--- src/rtl/lsu_ctrl.sv ---
// Load/store unit controller: single-access memory sequencer with RV32I
// size/sign handling, alignment/legality checks and a bounded ready wait.
module lsu_ctrl #(
  parameter int unsigned MAX_WAIT = 15
) (
  input  logic        clk,
  input  logic        rst_n,
  input  logic        req,
  input  logic        we,
  input  logic [2:0]  funct3,
  input  logic [31:0] addr,
  input  logic [31:0] wdata,
  output logic        busy,
  output logic        done,
  output logic [31:0] rdata,
  output logic        misalign,
  output logic        err,
  output logic        mem_valid,
  input  logic        mem_ready,
  output logic        mem_we,
  output logic [31:0] mem_addr,
  output logic [3:0]  mem_wstrb,
  output logic [31:0] mem_wdata,
  input  logic [31:0] mem_rdata
);

  localparam int unsigned CW = (MAX_WAIT < 2) ? 1 : $clog2(MAX_WAIT);
  localparam logic [CW-1:0] WAIT_LAST = CW'(MAX_WAIT - 1);

  typedef enum logic [1:0] {IDLE, ACCESS, RESP} state_t;

  state_t        state;
  logic [CW-1:0] wait_cnt;
  logic [2:0]    lat_f3;
  logic [1:0]    lat_off;

  logic          illegal_c;
  logic          unaligned_c;
  logic [3:0]    st_strb_c;
  logic [31:0]   st_data_c;

  // Pick the addressed byte/halfword lane and extend it per funct3.
  function automatic logic [31:0] extract(input logic [2:0] f3,
                                          input logic [1:0] off,
                                          input logic [31:0] w);
    logic [7:0]  b;
    logic [15:0] h;
    b = w[{off, 3'b000} +: 8];
    h = off[1] ? w[31:16] : w[15:0];
    case (f3)
      3'b000:  extract = {{24{b[7]}}, b};
      3'b001:  extract = {{16{h[15]}}, h};
      3'b100:  extract = {24'd0, b};
      3'b101:  extract = {16'd0, h};
      default: extract = w;
    endcase
  endfunction

  // Request decode: legality, alignment and store lane placement.
  always_comb begin
    illegal_c   = 1'b0;
    unaligned_c = 1'b0;
    st_strb_c   = 4'b1111;
    st_data_c   = wdata;
    if (we) illegal_c = funct3[2] | (funct3[1:0] == 2'b11);
    else    illegal_c = (funct3 == 3'b011) | (funct3[2:1] == 2'b11);
    case (funct3[1:0])
      2'b00: begin
        st_strb_c = 4'b0001 << addr[1:0];
        st_data_c = {4{wdata[7:0]}};
      end
      2'b01: begin
        unaligned_c = addr[0];
        st_strb_c   = 4'b0011 << addr[1:0];
        st_data_c   = {2{wdata[15:0]}};
      end
      default: unaligned_c = |addr[1:0];
    endcase
  end

  always_ff @(posedge clk) begin
    if (!rst_n) begin
      state     <= IDLE;
      wait_cnt  <= '0;
      lat_f3    <= '0;
      lat_off   <= '0;
      busy      <= 1'b0;
      done      <= 1'b0;
      misalign  <= 1'b0;
      err       <= 1'b0;
      rdata     <= '0;
      mem_valid <= 1'b0;
      mem_we    <= 1'b0;
      mem_wstrb <= '0;
      mem_addr  <= '0;
      mem_wdata <= '0;
    end else begin
      case (state)
        IDLE: begin
          done     <= 1'b0;
          misalign <= 1'b0;
          err      <= 1'b0;
          wait_cnt <= '0;
          if (req) begin
            busy <= 1'b1;
            if (illegal_c) begin
              state <= RESP;
              done  <= 1'b1;
              err   <= 1'b1;
            end else if (unaligned_c) begin
              state    <= RESP;
              done     <= 1'b1;
              misalign <= 1'b1;
            end else begin
              state     <= ACCESS;
              mem_valid <= 1'b1;
              mem_we    <= we;
              mem_wstrb <= we ? st_strb_c : 4'b0000;
              mem_addr  <= {addr[31:2], 2'b00};
              mem_wdata <= st_data_c;
              lat_f3    <= funct3;
              lat_off   <= addr[1:0];
            end
          end
        end
        ACCESS: begin
          if (mem_ready || wait_cnt == WAIT_LAST) begin
            state     <= RESP;
            done      <= 1'b1;
            mem_valid <= 1'b0;
            mem_we    <= 1'b0;
            mem_wstrb <= 4'b0000;
            if (!mem_ready) err <= 1'b1;
            else if (!mem_we) rdata <= extract(lat_f3, lat_off, mem_rdata);
          end else begin
            wait_cnt <= wait_cnt + 1'b1;
          end
        end
        RESP: begin
          state    <= IDLE;
          busy     <= 1'b0;
          done     <= 1'b0;
          misalign <= 1'b0;
          err      <= 1'b0;
        end
        default: begin
          state     <= IDLE;
          busy      <= 1'b0;
          done      <= 1'b0;
          mem_valid <= 1'b0;
          mem_we    <= 1'b0;
          mem_wstrb <= 4'b0000;
        end
      endcase
    end
  end

endmodule

--- config.mk ---
export PLATFORM = sky130hd
export DESIGN_NAME = lsu_ctrl
export DESIGN_NICKNAME = d
export VERILOG_FILES = /design/src/rtl/lsu_ctrl.sv
export SDC_FILE = /design/constraint.sdc
export NUM_CORES = 1
export LEC_CHECK = 0
export ABC_AREA = 1
export CAP_MARGIN = 20
export CORE_ASPECT_RATIO = 0.75
export CORE_MARGIN = 1.5
export CORE_UTILIZATION = 48
export DETAILED_ROUTE_END_ITERATION = 10
export GPL_TIMING_DRIVEN = 1
export PLACE_DENSITY_LB_ADDON = 0.15
export SLEW_MARGIN = 40
export SYNTH_ARGS = -nofsm -noshare
export SYNTH_HDL_FRONTEND = slang
export SYNTH_SLANG_ARGS = --single-unit
--- constraint.sdc ---
create_clock -name clk -period 4.4 [get_ports clk]
set_input_delay 1.1 -clock clk [delete_from_list [all_inputs] [get_ports clk]]
set_output_delay 1.1 -clock clk [all_outputs]
set_load 0.005 [all_outputs]
==> flow_metrics.env, run 1 <==
export IMPL_h_tree_depth=4
export IMPL_yosys_register_bits=115
export IMPL_rsz0062_at_grt="no"
export IMPL_wl_per_cell_um=15.1
export IMPL_core_mm2=0.0109
export IMPL_grt_pass1_vias=5267
export IMPL_route_vias_total=5961
export IMPL_tightest_slew_ns=0.752
export IMPL_clkSinkCount=115
export IMPL_finalMaxSlewViolations=0
export IMPL_yosysTopAreaCell="dfxtp_1"
export IMPL_r2r_start="state[1]$_SDFFE_PN0P_"
export IMPL_final_nets=1076
export IMPL_die_x_um=126
export IMPL_gr_total_overflow=0
export IMPL_numCtsBuffers=17
export IMPL_path_clk_slew_ns=0.05
export IMPL_path_depth=9
export IMPL_cts_root_buf="clkbuf_16"
export IMPL_die_h_um=94.9
export IMPL_synth_avg_cell_area_um2=6.86
export IMPL_power_leakage_nw=3.18
export IMPL_gp_congestion=0.896
export IMPL_crit_type="in -> reg"
export IMPL_layout_setup_ws_ns=1.45
export IMPL_hold_viol_final=0
export IMPL_start_kind="input pin"
export IMPL_grt_antenna_before_repair=0
export IMPL_io_buffers=207
export IMPL_max_freq_mhz=340
export IMPL_power_density_mw_per_mm2=367
export IMPL_synth_cell_types=32
export IMPL_reg2regPathDepth=7
export IMPL_r2r_slack_ns=2.23
export IMPL_path_max_fanout=70
export IMPL_avgViaCountPerCell=5.33
export IMPL_drt_iter0_drc=560
export IMPL_required_ns=4.73
export IMPL_status="completed"
export IMPL_clock_path_buffers=2
export IMPL_area_delta_synth_final_pct=48.7
export IMPL_antenna_cells=0
export IMPL_vdd_ir_drop_max_uv=310
export IMPL_cts_tree="done"
export IMPL_critPathBufInv=3
export IMPL_syn_area_mm2=0.00541
export IMPL_netlist_area_leader_share=0.426
export IMPL_drc=0
export IMPL_period_minus_slack_ns=2.95
export IMPL_first_pass_iters=5
export IMPL_grt_pass1_wl_um=26700
export IMPL_critPathSlowestCell="buf_4"
export IMPL_clkLatencyLatePin_ns=0.41
export IMPL_hold_path_depth=2
export IMPL_die_area_mm2=0.0119
export IMPL_post_cts_buffers=0
export IMPL_crit_start="funct3[1]"
export IMPL_cp_cell_sequence="clkdlybuf4s50_1 -> inv_2 -> nand2_1 -> nand2_1 -> nand3_2 -> nor2_4 -> buf_4 -> nand3_1 -> a21oi_1"
export IMPL_relSlewSlack=0.497
export IMPL_grt_max_degree=71
export IMPL_postSynthCellCount=788
export IMPL_ys_top_cells_by_area="dfxtp_1, nand2_1, a21oi_1"
export IMPL_ios=210
export IMPL_drive_above_1_share=0.0552
export IMPL_yosysWarnings=0
export IMPL_path_delay_family="buffers and inverters"
export IMPL_routed_wl_um=16800
export IMPL_ctsHoldBuffers=0
export IMPL_std_cell_rows=33
export IMPL_cap_viol_max_count=0
export IMPL_worstHoldPathType="reg -> reg"
export IMPL_end_kind="flip-flop"
export IMPL_cp_common_cell="nand2_1"
export IMPL_ctsResizeCount=0
export IMPL_grt_usage=0.284
export IMPL_clock_skew_ns=0.0123
export IMPL_critPathMaxStageDelay_ns=0.58
export IMPL_crit_arrival_ns=3.27
export IMPL_postRouteAntennaNets=0
export IMPL_worstSetupEndpoint="mem_addr[4]$_SDFFE_PN0P_"
export IMPL_setup_violations=0
export IMPL_synth_seq_area_share=0.426
export IMPL_setup_tns_final_ns=0
export IMPL_start_util=0.494
export IMPL_worstReg2RegEnd="rdata[11]$_SDFFE_PN0P_"
export IMPL_hpwl_um=11500
export IMPL_pre_cts_slack_ns=1.11
export IMPL_finalCritPeriodShare=0.669
## per-stage QoR
stage / utilization / hold slack (ns) / total power [mW] / area, um^2 / instances
detailed placement: 0.684 / 0.451 / 1.65 / 7480 / 1087
global route: 0.735 / 0.471 / 3.07 / 8040 / 1118
CTS: 0.735 / 0.459 / 2.96 / 8040 / 1118
floorplan: - / 0.447 / 1.40 / 5410 / 789
global placement: 0.684 / 0.448 / 1.65 / 7480 / 1087
finish: 0.735 / 0.457 / 2.95 / 8040 / 1118
## cells in the mapped netlist
master and n:
dfxtp_1 115, clkbuf_1 30, a21oi_1 97, a22oi_1 5
nor2_2 2, o22ai_1 2, inv_2 7, conb_1 1
nor2_1 50, o21ai_1 23, nor3_1 4, or2_2 2
nand3_2 1, and3_1 1, o21ai_2 1, o21ai_0 52
buf_1 4, nand2_1 194, a31oi_1 8, ha_1 6
xnor2_1 1, inv_1 59, nand3_1 77, buf_4 6
a211oi_1 1, o211ai_1 16, a21o_1 2, buf_2 15
nor2_4 2, nand2_2 2, or2_1 1, o31ai_1 1
## worst min-delay path by stage
stage,from,end,slack [ns]
after floorplan,wait_cnt[0]$_SDFFE_PN0P_,wait_cnt[0]$_SDFFE_PN0P_,0.45
after global placement,mem_wdata[5]$_SDFFE_PN0P_,mem_wdata[5]$_SDFFE_PN0P_,0.45
after detailed placement,mem_wdata[23]$_SDFFE_PN0P_,mem_wdata[23]$_SDFFE_PN0P_,0.45
after CTS,mem_addr[3]$_SDFFE_PN0P_,mem_addr[3]$_SDFFE_PN0P_,0.46
after global routing,mem_addr[3]$_SDFFE_PN0P_,mem_addr[3]$_SDFFE_PN0P_,0.47
final,mem_addr[6]$_SDFFE_PN0P_,mem_addr[6]$_SDFFE_PN0P_,0.46
## logic make-up (layout without fill, tap and decap cells)
| logic type | after synthesis | count (layout) | synth area share |
|---|---|---|---|
| simple gates | 336 | 336 | 0.260 |
| compound gates | 208 | 208 | 0.207 |
| buf+inv | 121 | 310 | 0.0916 |
| flops | 115 | 115 | 0.426 |
| fa+ha+maj | 6 | 6 | 0.0139 |
| other cells | 1 | 2 | 0.000693 |
| xor+xnor | 1 | 1 | 0.00162 |
## worst min-delay path, delay by kind of cell, from the launching register on
| family | cells | cell delay [ns] |
|---|---|---|
| AOI/OAI and AO/OA | 1 | 0.05 |
| DFF | 1 | 0.30 |
| and+or+nand+nor | 1 | 0.06 |
## registers in the layout (all words and copies together) (netlist names)
register	flops
mem_wdata	32
rdata	32
mem_addr	30
mem_wstrb	4
wait_cnt	4
lat_f3	3
lat_off	2
state	2
busy	1
done	1
err	1
mem_valid	1
mem_we	1
misalign	1
## report_power, final
group          switching [mW]  total, mW  internal (mW)
Combinational           0.268      0.511          0.244
Clock                   0.471       1.31          0.838
Sequential             0.0358       1.13           1.10
## layout by cell type, fill, tap and decap left out, types with 2 or more instances in the layout
cell               n
nand3_1           77
a31oi_1            8
nand2_1          194
o211ai_1          16
inv_2              8
clkbuf_16         17
a21o_1             2
buf_4              4
a22oi_1            5
clkdlybuf4s50_1  206
buf_12             2
o22ai_1            2
ha_1               6
clkbuf_1           3
inv_1             58
nor2_1            50
or2_2              2
bufinv_16          2
nor2_4             3
o21ai_0           52
clkinv_2           4
o21ai_1           23
a21oi_1           97
nor3_1             4
conb_1             2
nand2_2            2
clkinvlp_4         4
dfxtp_1          114
## layer usage
| metal | vias up | share of wire | global-route usage |
|---|---|---|---|
| met1 | 2690 | 0.45 | 0.391 |
| met5 | - | 0 | 0 |
| met3 | 42 | 0.091 | 0.0799 |
| met4 | 0 | 0.028 | 0.124 |
| met2 | 271 | 0.43 | 0.414 |
| li1 | 2958 | - | - |
## cell type report
cell class	count	area, um^2
clock buffers	21	450
clock inverters	10	110
fillers	889	2900
inverters	66	248
multi-input cells	553	2620
flip-flops and latches	115	2300
well taps	140	175
repair buffers	213	2140
(Power assumes the default switching activity.)
==> inputs of run 2 (changes only) <==
--- a/config.mk
+++ b/config.mk
@@ -9,7 +9,7 @@
 export CAP_MARGIN = 20
 export CORE_ASPECT_RATIO = 0.75
 export CORE_MARGIN = 1.5
-export CORE_UTILIZATION = 48
+export CORE_UTILIZATION = 44
 export DETAILED_ROUTE_END_ITERATION = 10
 export GPL_TIMING_DRIVEN = 1
 export PLACE_DENSITY_LB_ADDON = 0.15
==> constraint.sdc (replaced) <==
create_clock -name clk -period 2.8 [get_ports clk]
set_input_delay 0.7 -clock clk [delete_from_list [all_inputs] [get_ports clk]]
set_output_delay 0.7 -clock clk [all_outputs]
set_load 0.005 [all_outputs]
==> flow_metrics.env, run 2 (synthesis results as in run 1) <==
export IMPL_drive_above_1_share=0.0621
export IMPL_largestRegisters="mem_wdata x32, rdata x32, mem_addr x30"
export IMPL_path_depth=1
export IMPL_cts_tree="done"
export IMPL_wl_per_cell_um=14.7
export IMPL_antenna_cells=0
export IMPL_vdd_ir_drop_max_uv=487
export IMPL_place_area_mm2=0.00758
export IMPL_ctsHoldBuffers=0
export IMPL_cts_root_buf="clkbuf_16"
export IMPL_finalMaxSlewViolations=0
export IMPL_max_freq_mhz=480
export IMPL_cap_viol_max_count=0
export IMPL_power_total_mw=4.77
export IMPL_path_delay_family="buffers and inverters"
export IMPL_die_h_um=99.0
export IMPL_power_leakage_nw=3.25
export IMPL_rsz0062_at_grt="no"
export IMPL_grt_pass1_wl_um=26900
export IMPL_clkSinkCount=115
export IMPL_setup_violations=0
export IMPL_reg2regPathDepth=7
export IMPL_hold_path_depth=2
export IMPL_finalCritPeriodShare=0.744
export IMPL_grt_max_degree=68
export IMPL_std_cell_rows=34
export IMPL_drc=0
export IMPL_power_density_mw_per_mm2=584
export IMPL_crit_arrival_ns=1.38
export IMPL_first_pass_iters=5
export IMPL_path_clk_slew_ns=0.05
export IMPL_clock_skew_ns=0.0100
export IMPL_critPathSlowestCell="clkdlybuf4s50_1"
export IMPL_grt_pass1_vias=5217
export IMPL_critPathMaxStageDelay_ns=0.55
export IMPL_pre_cts_slack_ns=0.345
export IMPL_status="completed"
export IMPL_critPathBufInv=1
export IMPL_h_tree_depth=4
export IMPL_hold_viol_final=0
export IMPL_grt_usage=0.267
export IMPL_avgViaCountPerCell=5.09
export IMPL_end_kind="primary output"
export IMPL_gp_congestion=0.861
export IMPL_ios=210
export IMPL_start_kind="flip-flop"
export IMPL_cp_cell_sequence="clkdlybuf4s50_1"
export IMPL_period_minus_slack_ns=2.08
export IMPL_clock_path_buffers=2
export IMPL_gr_total_overflow=0
export IMPL_routed_wl_um=16900
export IMPL_postRouteAntennaNets=0
export IMPL_crit_type="reg -> out"
export IMPL_area_delta_synth_final_pct=51.0
export IMPL_fin_util=0.693
export IMPL_numCtsBuffers=17
export IMPL_layout_common_cells="clkdlybuf4s50_1, nand2_1, dfxtp_1"
export IMPL_relSlewSlack=0.484
export IMPL_route_vias_total=5823
export IMPL_ctsResizeCount=0
export IMPL_final_nets=1082
export IMPL_clkLatencyLatePin_ns=0.41
export IMPL_start_util=0.459
export IMPL_setup_tns_final_ns=0
export IMPL_post_cts_buffers=0
export IMPL_fin_area_mm2=0.00817
export IMPL_hpwl_um=11700
export IMPL_required_ns=2.10
export IMPL_io_buffers=207
export IMPL_drt_iter0_drc=423
export IMPL_grt_antenna_before_repair=0
export IMPL_die_x_um=131
export IMPL_core_mm2=0.0118
export IMPL_die_area_mm2=0.0130
export IMPL_worstHoldPathType="reg -> reg"
export IMPL_path_max_fanout=3
export IMPL_tightest_slew_ns=0.774
export IMPL_layout_setup_ws_ns=0.716
export IMPL_layout_commonest_cell="clkdlybuf4s50_1"
-- run 2: metal layers --
layer  global-route usage  part of all wire
met3               0.0798             0.083
met4               0.0795             0.017
met5                    0                 0
met1                0.391              0.47
met2                0.376              0.43
-- run 2: cell type report --
type / instances / area (um^2)
multi-input cells: 553 / 2620
clock inverters: 11 / 136
well taps: 162 / 203
flip-flops and latches: 115 / 2300
fillers: 1025 / 3610
inverters: 66 / 248
repair buffers: 219 / 2210
clock buffers: 19 / 453
-- run 2: through the flow --
step                      cells  hold slack (ns)
after floorplan             789            0.447
after global placement     1115            0.447
after detailed placement   1115            0.451
after CTS                  1145            0.459
after global routing       1145            0.480
final                      1145            0.458
-- run 2: power breakdown --
part	switching, mW	internal [mW]
registers	0.0519	1.72
clock network	0.755	1.43
logic	0.422	0.395
-- run 2: worst paths after layout --
check,to,startpoint,slack [ns]
max reg2reg,rdata[21]$_SDFFE_PN0P_,lat_off[1]$_SDFFE_PN0P_,0.84
min,mem_addr[2]$_SDFFE_PN0P_,mem_addr[2]$_SDFFE_PN0P_,0.46
min reg2reg,mem_addr[2]$_SDFFE_PN0P_,mem_addr[2]$_SDFFE_PN0P_,0.46
max,mem_we,mem_we$_SDFFE_PN0P_,0.72
==> inputs of run 3 (changes only) <==
--- a/config.mk
+++ b/config.mk
@@ -9,7 +9,7 @@
 export CAP_MARGIN = 20
 export CORE_ASPECT_RATIO = 0.75
 export CORE_MARGIN = 1.5
-export CORE_UTILIZATION = 44
+export CORE_UTILIZATION = 40
 export DETAILED_ROUTE_END_ITERATION = 10
 export GPL_TIMING_DRIVEN = 1
 export PLACE_DENSITY_LB_ADDON = 0.15
==> constraint.sdc (replaced) <==
create_clock -name clk -period 1.9 [get_ports clk]
set_input_delay 0.475 -clock clk [delete_from_list [all_inputs] [get_ports clk]]
set_output_delay 0.475 -clock clk [all_outputs]
set_load 0.005 [all_outputs]
==> flow_metrics.env, run 3 (synthesis results as in run 1) <==
export IMPL_status="completed"
export IMPL_cap_viol_max_count=0
export IMPL_critPathBufInv=1
export IMPL_power_leakage_nw=3.41
export IMPL_clock_skew_ns=0.00734
export IMPL_cts_tree="done"
export IMPL_relSlewSlack=0.573
export IMPL_crit_type="reg -> out"
export IMPL_hold_viol_final=0
export IMPL_route_vias_total=6015
export IMPL_start_kind="flip-flop"
export IMPL_postRouteAntennaNets=0
export IMPL_rsz0062_at_grt="no"
export IMPL_power_density_mw_per_mm2=848
export IMPL_power_total_mw=7.18
export IMPL_layout_common_cells="clkdlybuf4s50_1, nand2_1, dfxtp_1"
export IMPL_grt_max_degree=52
export IMPL_core_mm2=0.0131
export IMPL_path_max_fanout=2
export IMPL_grt_antenna_before_repair=0
export IMPL_drt_iter0_drc=364
export IMPL_die_area_mm2=0.0142
export IMPL_period_minus_slack_ns=1.81
export IMPL_drive_above_1_share=0.0906
export IMPL_switching_share=0.254
export IMPL_comb_power_share=0.180
export IMPL_io_buffers=207
export IMPL_finalCritPeriodShare=0.951
export IMPL_clkLatencyLatePin_ns=0.42
export IMPL_die_x_um=137
export IMPL_finalMaxSlewViolations=0
export IMPL_start_util=0.413
export IMPL_first_pass_iters=5
export IMPL_worstHoldPathType="reg -> reg"
export IMPL_routed_wl_um=17200
export IMPL_grt_usage=0.248
export IMPL_crit_arrival_ns=1.33
export IMPL_critPathSlowestCell="clkdlybuf4s50_1"
export IMPL_largestRegisters="mem_wdata x32, rdata x32, mem_addr x30"
export IMPL_r2r_start="state[1]$_SDFFE_PN0P_"
export IMPL_vdd_ir_drop_max_uv=616
export IMPL_p_int_mw=5.35
export IMPL_post_cts_buffers=0
export IMPL_std_cell_rows=36
export IMPL_max_freq_mhz=554
export IMPL_clkSinkCount=115
export IMPL_clkPwrFrac=0.456
export IMPL_cts_root_buf="clkbuf_16"
export IMPL_gp_congestion=0.897
export IMPL_cp_cell_sequence="clkdlybuf4s50_1"
export IMPL_numCtsBuffers=17
export IMPL_switching_power_mw=1.83
export IMPL_seq_power_share=0.364
export IMPL_critPathMaxStageDelay_ns=0.53
export IMPL_layout_commonest_cell="clkdlybuf4s50_1"
export IMPL_fill_cells=1185
export IMPL_path_delay_family="buffers and inverters"
export IMPL_end_kind="primary output"
export IMPL_drc=0
export IMPL_hpwl_um=12100
export IMPL_fin_util=0.646
export IMPL_tightest_slew_ns=0.640
export IMPL_crit_start="mem_wdata[26]$_SDFFE_PN0P_"
export IMPL_grt_pass1_vias=5684
export IMPL_grt_pass1_wl_um=27900
export IMPL_required_ns=1.42
export IMPL_die_h_um=104
export IMPL_clock_path_buffers=2
export IMPL_setup_violations=0
export IMPL_area_delta_synth_final_pct=56.4
export IMPL_hp_start="mem_addr[30]$_SDFFE_PN0P_"
export IMPL_path_clk_slew_ns=0.06
export IMPL_h_tree_depth=4
export IMPL_gr_total_overflow=0
export IMPL_antenna_cells=0
export IMPL_avgViaCountPerCell=5.07
export IMPL_wl_per_cell_um=14.5
export IMPL_final_nets=1112
export IMPL_ios=210
export IMPL_ctsHoldBuffers=0
run 3: changes by cell type in the layout (fill, tap and decap cells not counted), sizes merged:
cell,before,now
buf,13,43
clkbuf,19,23
clkinv,7,4
inv,66,67
run 3: power by group through the flow:
stage / Sequential, mW / Clock, mW / Combinational (mW)
finish: 2.61 / 3.27 / 1.29
CTS: 2.61 / 3.32 / 1.30
floorplan: 2.66 / 0 / 0.579
detailed placement: 2.66 / 0 / 1.28
global route: 2.63 / 3.43 / 1.43
global placement: 2.66 / 0 / 1.28
run 3: cell type report:
class / instances / area (um^2) / area share
tap: 171 / 214 / 0.0253
timing repair buffer: 249 / 2470 / 0.292
sequential: 115 / 2300 / 0.272
clock buffer: 23 / 478 / 0.0565
multi-input combinational: 553 / 2620 / 0.310
clock inverter: 9 / 126 / 0.0149
inverter: 66 / 248 / 0.0293
run 3: final timing paths:
kind | end | slack [ns] | cells after the start
min reg2reg | mem_addr[30]$_SDFFE_PN0P_ | 0.46 | 2
max reg2reg | mem_wstrb[3]$_SDFFE_PN0P_ | 0.22 | 10
max | mem_wdata[26] | 0.09 | 1
min | mem_addr[30]$_SDFFE_PN0P_ | 0.46 | 2
run 3: stage by stage:
stage                     setup TNS, ns  std cells  hold WS (ns)  setup slack, ns  area [um^2]
after floorplan                       0        789         0.447            0.319         5410
after global placement            -9.35       1154         0.447           -0.147         7850
after detailed placement         -10.31       1154         0.453           -0.162         7850
after CTS                             0       1186         0.459           0.0208         8460
after global routing                  0       1186         0.470      0.000000222         8460
final                                 0       1186         0.459           0.0936         8460
run 3: what timing repair did:
item                                   CTS  global route
setup endpoints to repair                0             7
endpoints found under the hold margin    0             0
gates resized for setup                  0             2
run 3: routing by layer:
layer	vias to the layer above	routed length, um	GRT usage	part of all wire
met2	233	7490	0.379	0.44
li1	3030	-	-	-
met5	-	0	0	0
met1	2732	8050	0.337	0.47
met4	0	226	0.0789	0.013
met3	20	1450	0.0690	0.084
